### src/rtl/mem_access_unit.sv
// rtl/mem_access_unit.sv - MEM-stage load/store unit with req/ack data bus, lane alignment and timeout
module mem_access_unit #(
  parameter int TIMEOUT_CYCLES = 255
) (
  input  logic        clk,
  input  logic        reset,
  input  logic        i_valid,
  input  logic        flush,
  input  logic        i_MemRead,
  input  logic        i_MemWrite,
  input  logic [2:0]  i_DMType,
  input  logic [31:0] i_ALU_out,
  input  logic [31:0] i_store_data,
  output logic [31:0] o_Read_Data,
  output logic        o_valid,
  output logic        o_stall,
  output logic        o_misaligned,
  output logic        o_bus_err,
  output logic        dmem_req,
  output logic        dmem_we,
  output logic [31:0] dmem_addr,
  output logic [3:0]  dmem_be,
  output logic [31:0] dmem_wdata,
  input  logic        dmem_ack,
  input  logic [31:0] dmem_rdata
);

  typedef enum logic [1:0] {IDLE, BUSY, DONE} state_t;

  state_t      state, state_nx;
  logic [7:0]  cnt;
  logic [2:0]  dt_q;
  logic [1:0]  off_q;
  logic        kill;
  logic [31:0] rd_q;

  logic        is_half, is_byte, is_word;
  logic        access, mis, issue, timeout;
  logic [3:0]  be_c;
  logic [31:0] wd_c;
  logic [7:0]  ld_b;
  logic [15:0] ld_h;
  logic [31:0] ld_c;

  // Last BUSY cycle before the access is abandoned (counter starts at 0 in the first BUSY cycle).
  assign timeout = (cnt == 8'(TIMEOUT_CYCLES - 1));

  // The read-data register is only presented while the result is being handed to MEM/WB.
  assign o_Read_Data = (state == DONE) ? rd_q : 32'h0;

  // Decode the incoming access: size, alignment, byte enables and lane-replicated store data.
  always_comb begin
    is_half = (i_DMType == 3'b001) || (i_DMType == 3'b010);
    is_byte = (i_DMType == 3'b011) || (i_DMType == 3'b100);
    is_word = !is_half && !is_byte;
    access  = i_valid & (i_MemRead | i_MemWrite) & ~flush;
    mis     = access & ((is_half & i_ALU_out[0]) | (is_word & (i_ALU_out[1:0] != 2'b00)));
    issue   = access & ~mis;
    if (is_byte) begin
      be_c = 4'b0001 << i_ALU_out[1:0];
      wd_c = {4{i_store_data[7:0]}};
    end else if (is_half) begin
      be_c = i_ALU_out[1] ? 4'b1100 : 4'b0011;
      wd_c = {2{i_store_data[15:0]}};
    end else begin
      be_c = 4'b1111;
      wd_c = i_store_data;
    end
  end

  // Pick the addressed lane of the returned word and extend it per the latched access type.
  always_comb begin
    ld_b = dmem_rdata[{off_q, 3'b000} +: 8];
    ld_h = off_q[1] ? dmem_rdata[31:16] : dmem_rdata[15:0];
    case (dt_q)
      3'b001:  ld_c = {{16{ld_h[15]}}, ld_h};
      3'b010:  ld_c = {16'h0, ld_h};
      3'b011:  ld_c = {{24{ld_b[7]}}, ld_b};
      3'b100:  ld_c = {24'h0, ld_b};
      default: ld_c = dmem_rdata;
    endcase
  end

  // State register.
  always_ff @(posedge clk or negedge reset) begin
    if (!reset) state <= IDLE;
    else        state <= state_nx;
  end

  // Next state and pipeline handshake outputs.
  always_comb begin
    state_nx     = state;
    o_stall      = 1'b0;
    o_valid      = 1'b0;
    o_misaligned = 1'b0;
    o_bus_err    = 1'b0;
    case (state)
      IDLE: begin
        o_misaligned = mis;
        if (issue) begin
          o_stall  = 1'b1;
          state_nx = BUSY;
        end else begin
          o_valid = i_valid & ~flush & ~mis;
        end
      end
      BUSY: begin
        o_stall = 1'b1;
        if (dmem_ack) begin
          state_nx = DONE;
        end else if (timeout) begin
          o_bus_err = 1'b1;
          state_nx  = DONE;
        end
      end
      DONE: begin
        o_valid  = ~kill;
        state_nx = IDLE;
      end
      default: state_nx = IDLE;
    endcase
  end

  // Bus request, latched access attributes, timeout counter, kill flag and read-data capture.
  always_ff @(posedge clk or negedge reset) begin
    if (!reset) begin
      dmem_req   <= 1'b0;
      dmem_we    <= 1'b0;
      dmem_addr  <= 32'h0;
      dmem_be    <= 4'h0;
      dmem_wdata <= 32'h0;
      dt_q       <= 3'b000;
      off_q      <= 2'b00;
      cnt        <= 8'h0;
      kill       <= 1'b0;
      rd_q       <= 32'h0;
    end else begin
      case (state)
        IDLE: begin
          if (issue) begin
            dmem_req   <= 1'b1;
            dmem_we    <= i_MemWrite;
            dmem_addr  <= {i_ALU_out[31:2], 2'b00};
            dmem_be    <= be_c;
            dmem_wdata <= wd_c;
            dt_q       <= i_DMType;
            off_q      <= i_ALU_out[1:0];
            cnt        <= 8'h0;
            kill       <= 1'b0;
            rd_q       <= 32'h0;
          end
        end
        BUSY: begin
          cnt <= cnt + 8'h1;
          // A flush cannot abort a bus cycle already in flight, only discard its result.
          if (flush) kill <= 1'b1;
          if (dmem_ack) begin
            dmem_req <= 1'b0;
            rd_q     <= dmem_we ? 32'h0 : ld_c;
          end else if (timeout) begin
            dmem_req <= 1'b0;
            kill     <= 1'b1;
          end
        end
        DONE: kill <= 1'b0;
        default: ;
      endcase
    end
  end

endmodule

### config.mk
export PLATFORM = sky130hd
export DESIGN_NAME = mem_access_unit
export DESIGN_NICKNAME = d
export VERILOG_FILES = /design/src/rtl/mem_access_unit.sv
export SDC_FILE = /design/constraint.sdc
export NUM_CORES = 1
export LEC_CHECK = 0
export BUFFER_PORTS_ARGS = -buffer_cell sky130_fd_sc_hd__clkbuf_2
export CAP_MARGIN = 20
export CORE_MARGIN = 4
export CORE_UTILIZATION = 30
export CTS_BUF_LIST = sky130_fd_sc_hd__clkbuf_8
export CTS_CLUSTER_SIZE = 14
export DETAILED_ROUTE_END_ITERATION = 10
export SETUP_SLACK_MARGIN = 0.1
export SLEW_MARGIN = 5
export SYNTH_ARGS = -nofsm -noshare
export SYNTH_HDL_FRONTEND = slang
export SYNTH_SLANG_ARGS = --single-unit
### constraint.sdc
create_clock -name clk -period 1.9 [get_ports clk]
set_input_delay 0.285 -clock clk [delete_from_list [all_inputs] [get_ports clk]]
set_output_delay 0.285 -clock clk [all_outputs]
set_load 0.03 [all_outputs]
After elaboration in Yosys (flattened, before gate mapping). Cells that the tools add are included. W data, S select, Z words.

Add/subtract/negate cells: 1. Equality and inequality tests: 14. Shifts and indexed selects: 2. Muxes and demuxes: 35. Bitwise operators: 13. Reduce and logical (&&, ||, !) cells: 15.

Operators by type and width (count): $mux W32 (6); $pmux W32 S4 (1); $pmux W32 S2 (1); $shiftx A32 B6 Y8 (1); $mux W16 (1); $pmux W8 S2 (1); $mux W1 (13); $eq A3 B2 Y1 const B (4); $mux W4 (3); $add A8 B1 Y8 const B (1); $and A1 B1 Y1 (8); $eq A8 B8 Y1 const B (1); $mux W8 (1); $reduce_and A2 Y1 (4); $eq A3 B1 Y1 const B (2); $eq A3 B3 Y1 const B (2); $mux W2 (3); $pmux W1 S2 (3); $reduce_and A3 Y1 (2); $ne A2 B2 Y1 const B (2); $pmux W2 S2 (1); $reduce_bool A2 Y1 (2); $shl A1 B2 Y4 const A (1); $ne A3 B3 Y1 const B (1); other kinds (10) (15).

Register bits after elaboration: 116. Bits of input ports: 106. Output and inout bits: 106. Word-level logic and storage cells: 91.

Logic depth before layout (Yosys ltp).
Depth after elaboration: 11. Mapped depth: 9. Gate-level depth less buffers: 7.

Worst setup path before layout. OpenSTA, ideal clock, no wires.

Path type: register to output. From: register state[0]. To: output port o_misaligned. Arrival time: 2047 ps. Required time: 1615 ps. Setup slack: -432 ps. Stages on the path, launching flop included: 6. Buffers on the path: 0. Cell sequence: dfrtp_1 > inv_1 > ha_1 > nand3b_1 > nor2_1 > nor4b_1.

Cells in the longest elaborated chain, start to end: 2.

RTL lines: start: declaration (line 30) `state_t state, state_nx;`; start signal: assignment (line 87) `else state <= state_nx;`; $logic_not A2 Y1 (line 97) `case (state)`; $mux W1 (line 97); end: declaration (line 17) `output logic o_misaligned,`.

Every way passes these cells.

Worst setup path after layout.
From: register state[1]. To: output port o_bus_err.

Cells in the longest elaborated chain, start to end: 2.

RTL lines: $eq A2 B1 Y1 (line 97); $mux W1 (line 97); end: declaration (line 18) `output logic o_bus_err,`.

Every way passes these cells.

==> run metrics <==
# diodes=0; vias in the first global route=6561; hold path start=i_ALU_out[26]; initial core utilization=30.7%; Total GRT Usage=18.3%; worst min-delay path endpoint=dmem_addr[26]; flop2flop setup slack=-0.19 ns; Final nets=1168; Finished Cell Area=11100 sq um; CTS tree=built; RSZ-0062 raised after global routing=yes; fin cells=1345; Synth Flop Type=dfrtp_1; core area=21200 sq um; register area share after synthesis=44.5%; Root Driver=clkbuf_8; Reg-to-Reg Start=state[1]; Worst Tran Pin Value=0.495 ns; HP Class=input pin to register; Peak VDD IR=0.825 mV; cell count after placement=1257; Crit path required time=1.62 ns; die height=155 um; Final TNS setup=-9.02 ns; Layout Utilization=52.1%; WP data arrival=1.82 ns; Final WS setup=-0.204 ns; failing checks=negative setup slack; drt via density=5.23; Final Wtd Congestion=0.883; Synth warnings=0; total grt overflow=0; worst-skew pair later-pin latency=0.44 ns; Worst R2R Path Depth=11; Static Leak=5.24 nW; Tot Pwr=16.4 mW; Rows=53; layout cell share with drive strength beyond 1=53.5%; PortBufs=209; Max Cap Violations=0; Final Critical Period=2.10 ns; period utilization=111%; DR DRC count=0; I/O Pins=212; WL/cell=18.7 um; placed cell areas=8290 sq um; Filler cells=1941; Setup-failing EPs final=93; Layout Skew=0.0170 ns; die width=155 um; antenna violations before repair=0; HPWL Detailed=15900 um; Slew Viols, Final=0; clock-pin slew on the worst setup and hold paths=0.07 ns; final hold violations=0; DP Worst Slack=-0.189 ns; post-route ant nets=0; Cells after Synth=758; largest net degree at the start of global routing=71; WHS Path Cells=3; Initial DRT Pass Iterations=4; CTS H-tree depth=4; post-synthesis cell area=6530 sq um; worst flop-to-flop path endpoint=rd_q[20]; Worst slew margin=66.1%; share of synthesized registers carrying an async set or reset=100%; PD cells=1480 nW/um^2; Iteration-0 DRC Markers=335; crit path max fanout=4; Num CTS Buffers=17; Fmax achieved=475 MHz; final hold slack=0.0399 ns; first-pass GRT wire length=35400 um; Layout area overhead=69.5%; CP Class=register to output pin; CTS Buffer Depth=2; status=finished, violations left; Yosys cell types=61; total wire length=25100 um; crit start category=register; count of flip-flops with a built-in enable after synthesis=0; die outline area=24200 sq um; Clock Sinks=116; CP Capture Type=output pin; #FFs+latches synth=116; via count=7028; Syn Area/Cell=8.61 sq um
[cells by family after synthesis]
| logic type | after synthesis | share of synthesized area (%) |
|---|---|---|
| flops | 116 | 44.5 |
| fa+ha+maj | 8 | 1.42 |
| buf+inv | 65 | 4.35 |
| simple gates | 338 | 23.0 |
| xor+xnor | 4 | 0.537 |
| compound gates | 184 | 19.2 |
| mux | 42 | 6.94 |
| other cells | 1 | 0.0575 |
[cell usage in the layout, fill, tap and decap left out, types with 16 or more instances in the layout]
cell type  instances
a211oi_1          32
mux2_2            16
nand2_1          113
mux2i_1           25
o21ai_2           18
nand2_2           63
and2_4            32
nor2_1            45
clkbuf_8          20
buf_12            17
nand2_4           27
buf_6             25
dfrtp_1          116
a21oi_1           19
clkbuf_2         172
buf_4             56
o21ai_1           16
buf_8             35
[sequential cells by signal (all words and copies together) (netlist names)]
| name | flops |
|---|---|
| dmem_we | 1 |
| kill | 1 |
| dmem_addr | 30 |
| dmem_req | 1 |
| state | 2 |
| rd_q | 32 |
| dt_q | 3 |
| off_q | 2 |
| dmem_be | 4 |
| cnt | 8 |
| dmem_wdata | 32 |
[layout make-up]
cell class | count | area [sq um] | area share [%]
clock buffer | 18 | 248 | 2.24
clock inverter | 14 | 234 | 2.11
inverter | 14 | 52.6 | 0.475
multi-input combinational | 578 | 4250 | 38.4
sequential | 116 | 2900 | 26.2
tap | 275 | 344 | 3.11
timing repair buffer | 330 | 3040 | 27.4
[how the worst max path moves through the flow]
stage	from	endpoint	slack [ns]	cells past startpoint
4_1_cts	state[1]	o_bus_err	-0.24	8
2_1_floorplan	state[0]	o_misaligned	-0.04	5
5_1_grt	state[0]	rd_q[1]	-0.32	10
3_3_place_gp	state[0]	rd_q[8]	-0.11	7
3_5_place_dp	state[0]	rd_q[11]	-0.19	8
6_report	state[1]	o_bus_err	-0.20	8
[power breakdown]
group | internal, mW | switching [mW] | leakage, nW
combinational | 3.93 | 5.19 | 3.51
clock | 1.72 | 1.09 | 0.236
sequential | 3.51 | 0.947 | 1.50
total | 9.16 | 7.22 | 5.24
[synthesized netlist by cell type (all sizes together), types with 2 or more instances]
cell type / instances / share of area [%]
nor2: 48 / 2.8
buf: 27 / 2.1
maj3: 3 / 0.46
o21bai: 2 / 0.23
or4: 6 / 0.69
a31o: 2 / 0.27
inv: 14 / 0.81
a22oi: 9 / 1.0
nand3: 7 / 0.54
o211ai: 3 / 0.35
a211oi: 33 / 3.8
o21ai: 44 / 3.4
and3: 5 / 0.48
xnor2: 3 / 0.40
and2: 33 / 3.2
o22ai: 13 / 1.2
nand2b: 7 / 0.67
nor2b: 11 / 1.1
nand3b: 2 / 0.23
a21oi: 21 / 1.6
mux2: 16 / 2.8
clkbuf: 24 / 1.4
o32a: 2 / 0.33
nor3: 7 / 0.54
nor3b: 3 / 0.52
mux2i: 25 / 3.8
ha: 5 / 0.96
nand2: 203 / 12
dfrtp: 116 / 44
o32ai: 2 / 0.27
o31ai: 33 / 4.0
o22a: 8 / 1.1
or3: 3 / 0.29
[routing by layer]
metal / global-route usage (%) / vias up / wire length (um)
li1: - / 3265 / -
met1: 24.3 / 3428 / 10300
met2: 29.4 / 295 / 12400
met3: 4.90 / 40 / 1830
met4: 4.92 / 0 / 577
met5: 0 / - / 0
[critical path, stage by stage, from the launching register on]
cell and delay (ns):
dfrtp_1 0.40, inv_2 0.10, buf_6 0.11, ha_4 0.13, buf_6 0.11, nand2b_4 0.05
buf_6 0.12, nor3_4 0.17, clkbuf_8 0.20
[repair_timing]
action / CTS / global route
endpoints found under the hold margin: 32 / 0
resized for setup: 171 / 249
cloned: 7 / 20
setup buffers: 20 / 8
hold buffers: 1 / 0
endpoints found under the setup margin: 144 / 143
pin swaps: 26 / 118
No activity file was read; power rests on OpenSTA's default activity.
